## src/rtl/uart16550_pkg.sv

```systemverilog
// Shared types for the 16550-style transmitter.
//   wls_t      : word length select encoding (5..8 data bits)
//   lcr_t      : line control fields the transmitter consumes
//   csr_t      : CSR bundle handed to the transmitter
//   tx_state_t : transmit FSM state encoding
package uart16550_pkg;

   typedef enum logic [1:0] {
      wls_5bits = 2'b00,
      wls_6bits = 2'b01,
      wls_7bits = 2'b10,
      wls_8bits = 2'b11
   } wls_t;

   typedef struct packed {
      logic bc;
      logic stick_parity;
      logic eps;
      logic pen;
      logic stb;
      wls_t wls;
   } lcr_t;

   typedef struct packed {
      lcr_t lcr;
   } csr_t;

   typedef enum logic [2:0] {
      ST_IDLE   = 3'd0,
      ST_START  = 3'd1,
      ST_BYTE   = 3'd2,
      ST_PARITY = 3'd3,
      ST_STOP   = 3'd4
   } tx_state_t;

   // Tick counts minus one (counters run down to zero inclusive).
   localparam logic [4:0] BIT_TICKS_M1  = 5'd15;
   localparam logic [4:0] STOP_1P5_M1   = 5'd23;
   localparam logic [4:0] STOP_2_M1     = 5'd31;

endpackage

```

## src/rtl/uart16550_tx.sv

```systemverilog
// 16550-style serial transmitter.
//
//   state     | meaning
//   ----------+-------------------------------------------------
//   ST_IDLE   | line high, waiting for a tick with FIFO non-empty
//   ST_START  | start bit (low), 16 ticks
//   ST_BYTE   | data bits LSB first, 16 ticks each
//   ST_PARITY | parity bit, 16 ticks
//   ST_STOP   | stop bit(s) high, 16 / 24 / 32 ticks
//
// Ports
//   clk_i      : clock, rising edge
//   rst_ni     : synchronous active-low reset
//   baudout_i  : 16x baud enable (one clk pulse per 1/16 bit)
//   csr_i      : CSR bundle (lcr fields)
//   empty_i    : TX FIFO empty
//   d_i        : TX FIFO head (first-word-fall-through)
//   pop_o      : one-clk pulse consuming the FIFO head
//   temt_o     : transmitter fully empty
//   sout_o     : serial line, idle high
module uart16550_tx
   import uart16550_pkg::*;
(
   input  logic       clk_i,
   input  logic       rst_ni,
   input  logic       baudout_i,
   input  csr_t       csr_i,
   input  logic       empty_i,
   input  logic [7:0] d_i,
   output logic       pop_o,
   output logic       temt_o,
   output logic       sout_o
);

   tx_state_t  state_q, state_d;
   logic [4:0] cnt_q, cnt_d;
   logic [2:0] bitcnt_q, bitcnt_d;
   logic [7:0] shift_q, shift_d;
   logic       par_q, par_d;
   wls_t       wls_q, wls_d;
   logic       pen_q, pen_d;
   logic       stb_q, stb_d;
   logic       pop_q, pop_d;
   logic       sout_q, sout_d;

   // Parity over the selected word length only; bits above it are masked.
   function automatic logic parity_bit(input logic [7:0] data, input wls_t wls,
                                       input logic eps, input logic stick);
      logic [7:0] m;
      m = data;
      case (wls)
         wls_5bits: m = data & 8'h1F;
         wls_6bits: m = data & 8'h3F;
         wls_7bits: m = data & 8'h7F;
         wls_8bits: m = data;
         default:   m = data;
      endcase
      case ({stick, eps})
         2'b00:   return ~^m;
         2'b01:   return ^m;
         2'b10:   return 1'b1;
         default: return 1'b0;
      endcase
   endfunction

   function automatic logic [4:0] stop_reload(input logic stb, input wls_t wls);
      if (!stb)                 return BIT_TICKS_M1;
      else if (wls == wls_5bits) return STOP_1P5_M1;
      else                      return STOP_2_M1;
   endfunction

   function automatic logic line_level(input tx_state_t st, input logic dbit,
                                       input logic par);
      case (st)
         ST_START:  return 1'b0;
         ST_BYTE:   return dbit;
         ST_PARITY: return par;
         default:   return 1'b1;
      endcase
   endfunction

   always_comb begin
      state_d  = state_q;
      cnt_d    = cnt_q;
      bitcnt_d = bitcnt_q;
      shift_d  = shift_q;
      par_d    = par_q;
      wls_d    = wls_q;
      pen_d    = pen_q;
      stb_d    = stb_q;
      pop_d    = 1'b0;

      if (baudout_i) begin
         case (state_q)
            ST_IDLE: begin
               if (!empty_i) begin
                  pop_d   = 1'b1;
                  shift_d = d_i;
                  wls_d   = csr_i.lcr.wls;
                  pen_d   = csr_i.lcr.pen;
                  stb_d   = csr_i.lcr.stb;
                  par_d   = parity_bit(d_i, csr_i.lcr.wls, csr_i.lcr.eps,
                                       csr_i.lcr.stick_parity);
                  cnt_d   = BIT_TICKS_M1;
                  state_d = ST_START;
               end
            end
            ST_START: begin
               if (cnt_q == 5'd0) begin
                  state_d  = ST_BYTE;
                  bitcnt_d = 3'(wls_q) + 3'd4;
                  cnt_d    = BIT_TICKS_M1;
               end else begin
                  cnt_d = cnt_q - 5'd1;
               end
            end
            ST_BYTE: begin
               if (cnt_q == 5'd0) begin
                  shift_d = shift_q >> 1;
                  cnt_d   = BIT_TICKS_M1;
                  if (bitcnt_q == 3'd0) begin
                     if (pen_q) begin
                        state_d = ST_PARITY;
                     end else begin
                        state_d = ST_STOP;
                        cnt_d   = stop_reload(stb_q, wls_q);
                     end
                  end else begin
                     bitcnt_d = bitcnt_q - 3'd1;
                  end
               end else begin
                  cnt_d = cnt_q - 5'd1;
               end
            end
            ST_PARITY: begin
               if (cnt_q == 5'd0) begin
                  state_d = ST_STOP;
                  cnt_d   = stop_reload(stb_q, wls_q);
               end else begin
                  cnt_d = cnt_q - 5'd1;
               end
            end
            ST_STOP: begin
               if (cnt_q == 5'd0) begin
                  state_d = ST_IDLE;
               end else begin
                  cnt_d = cnt_q - 5'd1;
               end
            end
            default: state_d = ST_IDLE;
         endcase
      end

      // Line level is derived from the next state so the register changes in
      // the same edge as the FSM; break overrides it on any clock.
      sout_d = csr_i.lcr.bc ? 1'b0 : line_level(state_d, shift_d[0], par_d);
   end

   always_ff @(posedge clk_i) begin
      if (!rst_ni) begin
         state_q  <= ST_IDLE;
         cnt_q    <= 5'd0;
         bitcnt_q <= 3'd0;
         shift_q  <= 8'd0;
         par_q    <= 1'b0;
         wls_q    <= wls_5bits;
         pen_q    <= 1'b0;
         stb_q    <= 1'b0;
         pop_q    <= 1'b0;
         sout_q   <= 1'b1;
      end else begin
         state_q  <= state_d;
         cnt_q    <= cnt_d;
         bitcnt_q <= bitcnt_d;
         shift_q  <= shift_d;
         par_q    <= par_d;
         wls_q    <= wls_d;
         pen_q    <= pen_d;
         stb_q    <= stb_d;
         pop_q    <= pop_d;
         sout_q   <= sout_d;
      end
   end

   assign pop_o  = pop_q;
   assign sout_o = sout_q;
   assign temt_o = (state_q == ST_IDLE) && empty_i;

endmodule

```

## config.mk

```make
export PLATFORM = sky130hd
export DESIGN_NAME = uart16550_tx
export DESIGN_NICKNAME = d
export VERILOG_FILES = /design/src/rtl/uart16550_pkg.sv /design/src/rtl/uart16550_tx.sv
export SDC_FILE = /design/constraint.sdc
export NUM_CORES = 1
export LEC_CHECK = 0
export BUFFER_PORTS_ARGS = -buffer_cell sky130_fd_sc_hd__buf_2
export CAP_MARGIN = 20
export CORE_MARGIN = 10
export CORE_UTILIZATION = 50
export DETAILED_ROUTE_END_ITERATION = 16
export PLACE_DENSITY = 0.85
export SYNTH_ARGS = -nofsm -noshare
export SYNTH_HDL_FRONTEND = slang
export SYNTH_SLANG_ARGS = --single-unit
```

## constraint.sdc

```tcl
create_clock -name clk_i -period 2.2 [get_ports clk_i]
set_input_delay 0.22 -clock clk_i [delete_from_list [all_inputs] [get_ports clk_i]]
set_output_delay 0.22 -clock clk_i [all_outputs]
set_load 0.05 [all_outputs]
```

==> PnR_summary.wiki <==
{| class="wikitable"
! Metric !! Value
|-
| H-tree depth || 1
|-
| Synth Warn # || 0
|-
| Post-route DRC violation count || 0
|-
| FF/Latch Area || 524 µm²
|-
| Crit path required time || 2420 ps
|-
| Global placer's final weighted congestion || 0.843
|-
| Type of the setup path with the least slack || flip-flop to flip-flop
|-
| Power share of the clock group || 0.277
|-
| Relative contribution of combinational cells to total power || 0.273
|-
| Crit share post-route || 0.971
|-
| Max frequency || 468 MHz
|-
| Total global routing overflow || 0
|-
| Pwr per Cell Area || 686 nW/µm²
|-
| First-pass GRT wire length || 6310 µm
|-
| Post-DR vias/cell || 6.21
|-
| Critical path startpoint category || flip-flop
|-
| Half-perimeter wire length after placement || 2770 µm
|-
| Element type at the critical path end || flip-flop
|-
| Count of max-cap constraint violations || 0
|-
| Placed inst area || 1640 µm²
|-
| Count of port buffers added during placement || 21
|-
| IO Pins || 22
|-
| Final hold viol count || 0
|-
| Final-stage net count || 225
|-
| Result of the run || finished clean
|-
| CTS hold repair buffers || 0
|-
| Worst max-slew margin expressed relative to the limit || 0.578
|-
| Clock period minus worst slack || 2140 ps
|-
| Total wire length || 3810 µm
|-
| Synth Instances || 175
|-
| Antenna violations before repair || 0
|-
| Clock slew at the register clock pins of the worst setup and hold paths || 150 ps
|-
| Worst hold path startpoint || csr_i[6]
|-
| Diode count || 0
|-
| Overall Power || 1.20 mW
|-
| Worst Path Arrival || 2360 ps
|-
| Final Cell Area || 1750 µm²
|-
| Setup repair after global routing missed its margin || yes
|-
| Global-route total usage across every layer || 0.141
|-
| Final core utilization || 0.630
|-
| Class of the worst hold path || input port to flip-flop
|-
| Cell Rows || 19
|-
| Die footprint || 5530 µm²
|-
| Fraction of layout cells with a size suffix above 1 || 0.254
|-
| First element of the critical path || cnt_q[0]
|-
| Mean area per synthesized cell || 8.44 µm²
|-
| Average wire length per cell after detail routing || 16.4 µm
|-
| Pre-CTS setup slack || 5.71 ps
|-
| TritonCTS clock tree || done
|-
| Multi-input gate area || 917 µm²
|-
| # placed instances || 224
|-
| Antenna viol nets, final || 0
|-
| Worst-margin pin slew || 633 ps
|-
| Critical-path maximum fanout || 4
|-
| CTS sink count || 26
|-
| Final Non-Filler Cells || 232
|-
| Top FF cell, synth || sky130_fd_sc_hd__dfxtp_1
|-
| Pint || 0.841 mW
|-
| Die Wd || 74.3 µm
|-
| Final setup skew || 3.57 ps
|-
| Setup Viol. Count Final || 0
|-
| Insertion delay of the later-clocked pin in the worst-skew pair || 330 ps
|-
| Leak Pwr || 0.688 nW
|-
| Core Area || 2780 µm²
|-
| Sw Pwr || 0.362 mW
|-
| Library cells used by synthesis || 47
|-
| Number of optimization iterations in the first detailed-route pass || 4
|-
| Register bit count reported by yosys || 26
|-
| Fill cell instance count of the final layout || 238
|-
| Net count after synthesis || 198
|-
| Clock buffers created by TritonCTS || 3
|-
| Worst supply voltage drop on vdd || 0.609 mV
|-
| Proportion of register bits with asynchronous set or reset after synthesis || 0
|-
| Post-layout worst setup margin || 64.1 ps
|-
| Height of the die || 74.3 µm
|-
| Sequential cell fraction of total power || 0.450
|-
| Switching part of the total power || 0.301
|-
| Syn Std Cell Area || 1480 µm²
|-
| Maximum number of buffers from clock root to sink || 2
|-
| EDFF count, synth || 0
|-
| Sequential share of the synthesized area || 0.353
|-
| Total number of vias || 1441
|-
| Number of global-route vias before repair || 1429
|-
| Launch instance of the worst register-to-register path || cnt_q[0]
|-
| Initial Util || 0.531
|-
| Clock Root Buffer || sky130_fd_sc_hd__clkbuf_4
|-
| Area growth syn-to-layout || 18.7%
|-
| Pins Over Slew Limit || 0
|-
| Number of violations reported at the end of detailed-routing iteration 0 || 118
|-
| Largest net degree at the start of global routing || 21
|}
## Yosys cell counts (2+ instances only)
cell,count,share of area
sky130_fd_sc_hd__inv_1,10,0.025
sky130_fd_sc_hd__nand3_1,6,0.020
sky130_fd_sc_hd__a21oi_1,10,0.034
sky130_fd_sc_hd__a211oi_1,7,0.036
sky130_fd_sc_hd__dfxtp_1,26,0.35
sky130_fd_sc_hd__clkbuf_1,4,0.010
sky130_fd_sc_hd__nand4_1,2,0.0085
sky130_fd_sc_hd__nor3_1,3,0.010
sky130_fd_sc_hd__nor3b_1,3,0.015
sky130_fd_sc_hd__nor2_1,21,0.053
sky130_fd_sc_hd__or3_1,2,0.0085
sky130_fd_sc_hd__a31oi_1,2,0.0085
sky130_fd_sc_hd__a22oi_1,6,0.031
sky130_fd_sc_hd__o21ai_0,12,0.041
sky130_fd_sc_hd__buf_4,2,0.010
sky130_fd_sc_hd__o221a_2,2,0.015
sky130_fd_sc_hd__a211o_1,2,0.012
sky130_fd_sc_hd__ha_1,4,0.034
sky130_fd_sc_hd__nand2_1,10,0.025
sky130_fd_sc_hd__buf_2,3,0.010
sky130_fd_sc_hd__o21a_1,2,0.010
sky130_fd_sc_hd__a32oi_1,2,0.012
sky130_fd_sc_hd__nand2b_1,4,0.017
sky130_fd_sc_hd__xnor2_1,4,0.024
sky130_fd_sc_hd__and2_1,2,0.0085
sky130_fd_sc_hd__nor2b_1,3,0.013
## critical path: stages (launching register included)
cell,delay (ps)
sky130_fd_sc_hd__dfxtp_2,360
sky130_fd_sc_hd__inv_2,80
sky130_fd_sc_hd__ha_4,140
sky130_fd_sc_hd__or4b_4,510
sky130_fd_sc_hd__a2111oi_4,400
sky130_fd_sc_hd__o32a_1,250
sky130_fd_sc_hd__nand2b_1,60
sky130_fd_sc_hd__a21boi_1,120
sky130_fd_sc_hd__o221ai_1,100
## cell type report
cell class	count	share of cell area
Inverter	10	0.0228
Tap cell	31	0.0221
Sequential cell	26	0.299
Timing Repair Buffer	31	0.103
Clock buffer	3	0.0128
Clock inverter	1	0.0171
Multi-Input combinational cell	130	0.523
## what timing repair did
action	in CTS	in global routing
setup endpoints to repair	1	9
gates resized for setup	2	10
gates cloned	0	0
setup buffers	0	4
hold endpoints to repair	0	0
pin swaps	2	5
## through the flow
stage | setup TNS (ps) | hold slack, ps
after floorplan | 0 | 299
after global placement | 0 | 444
after detailed placement | 0 | 453
after CTS | 0 | 113
after global routing | -11.8 | 133
final | 0 | 121
## flip-flops by register name, indices dropped and copies added (netlist names)
| register | flops |
|---|---|
| bitcnt_q | 3 |
| state_q | 3 |
| pen_q | 1 |
| shift_q | 8 |
| cnt_q | 5 |
| wls_q | 2 |
| par_q | 1 |
| pop_o | 1 |
| stb_q | 1 |
| sout_o | 1 |
## path summary, 6_finish.rpt
path / to / slack, ps / depth (start not counted)
worst min register to register: bitcnt_q[1] / 470 / 2
worst max-delay path: sout_o / 60 / 8
worst min-delay path: sout_o / 120 / 2
worst max register to register: sout_o / 60 / 8
## cell families (layout without fill, tap and decap cells)
logic type,after synthesis,in the layout,share of synthesized area
AO/OA/AOI/OAI,56,56,0.275
XOR/XNOR,5,5,0.0390
adder cells (fa/ha/maj),4,4,0.0339
buffers and inverters,19,45,0.0559
flip-flops,26,26,0.353
AND/OR/NAND/NOR,65,65,0.243
## per-layer routing
metal  vias to the layer above  wire length, µm  track usage
met5                         -                0            0
met4                         0              108       0.0488
met3                        17              269       0.0452
met2                        58             1900        0.247
met1                       671             1530        0.157
li1                        695                -            -
## power groups by stage
| stage | clock network [mW] | logic, mW | registers [mW] |
|---|---|---|---|
| 2_1_floorplan | 0 | 0.216 | 0.540 |
| 3_3_place_gp | 0 | 0.279 | 0.543 |
| 3_5_place_dp | 0 | 0.292 | 0.546 |
| 4_1_cts | 0.336 | 0.302 | 0.537 |
| 5_1_grt | 0.357 | 0.360 | 0.546 |
| 6_report | 0.333 | 0.329 | 0.541 |
## layout by cell type, fill, tap and decap left out, drive strengths merged, types with 2 or more instances in the layout
| master | n |
|---|---|
| o21a | 2 |
| a21oi | 10 |
| a21boi | 2 |
| dfxtp | 26 |
| o221a | 2 |
| nor4b | 2 |
| o21ai | 12 |
| ha | 4 |
| xnor2 | 4 |
| a22oi | 6 |
| or3 | 2 |
| a32oi | 2 |
| a211oi | 7 |
| nand4 | 2 |
| buf | 31 |
| clkbuf | 3 |
| nand2b | 4 |
| and2 | 3 |
| nor3b | 4 |
| nor2b | 3 |
| a211o | 2 |
| nor3 | 3 |
| a2111oi | 2 |
| nand3 | 6 |
| nand2 | 10 |
| inv | 10 |
| a31oi | 2 |
| nor2 | 21 |
Power figures use the tool's default switching activity.
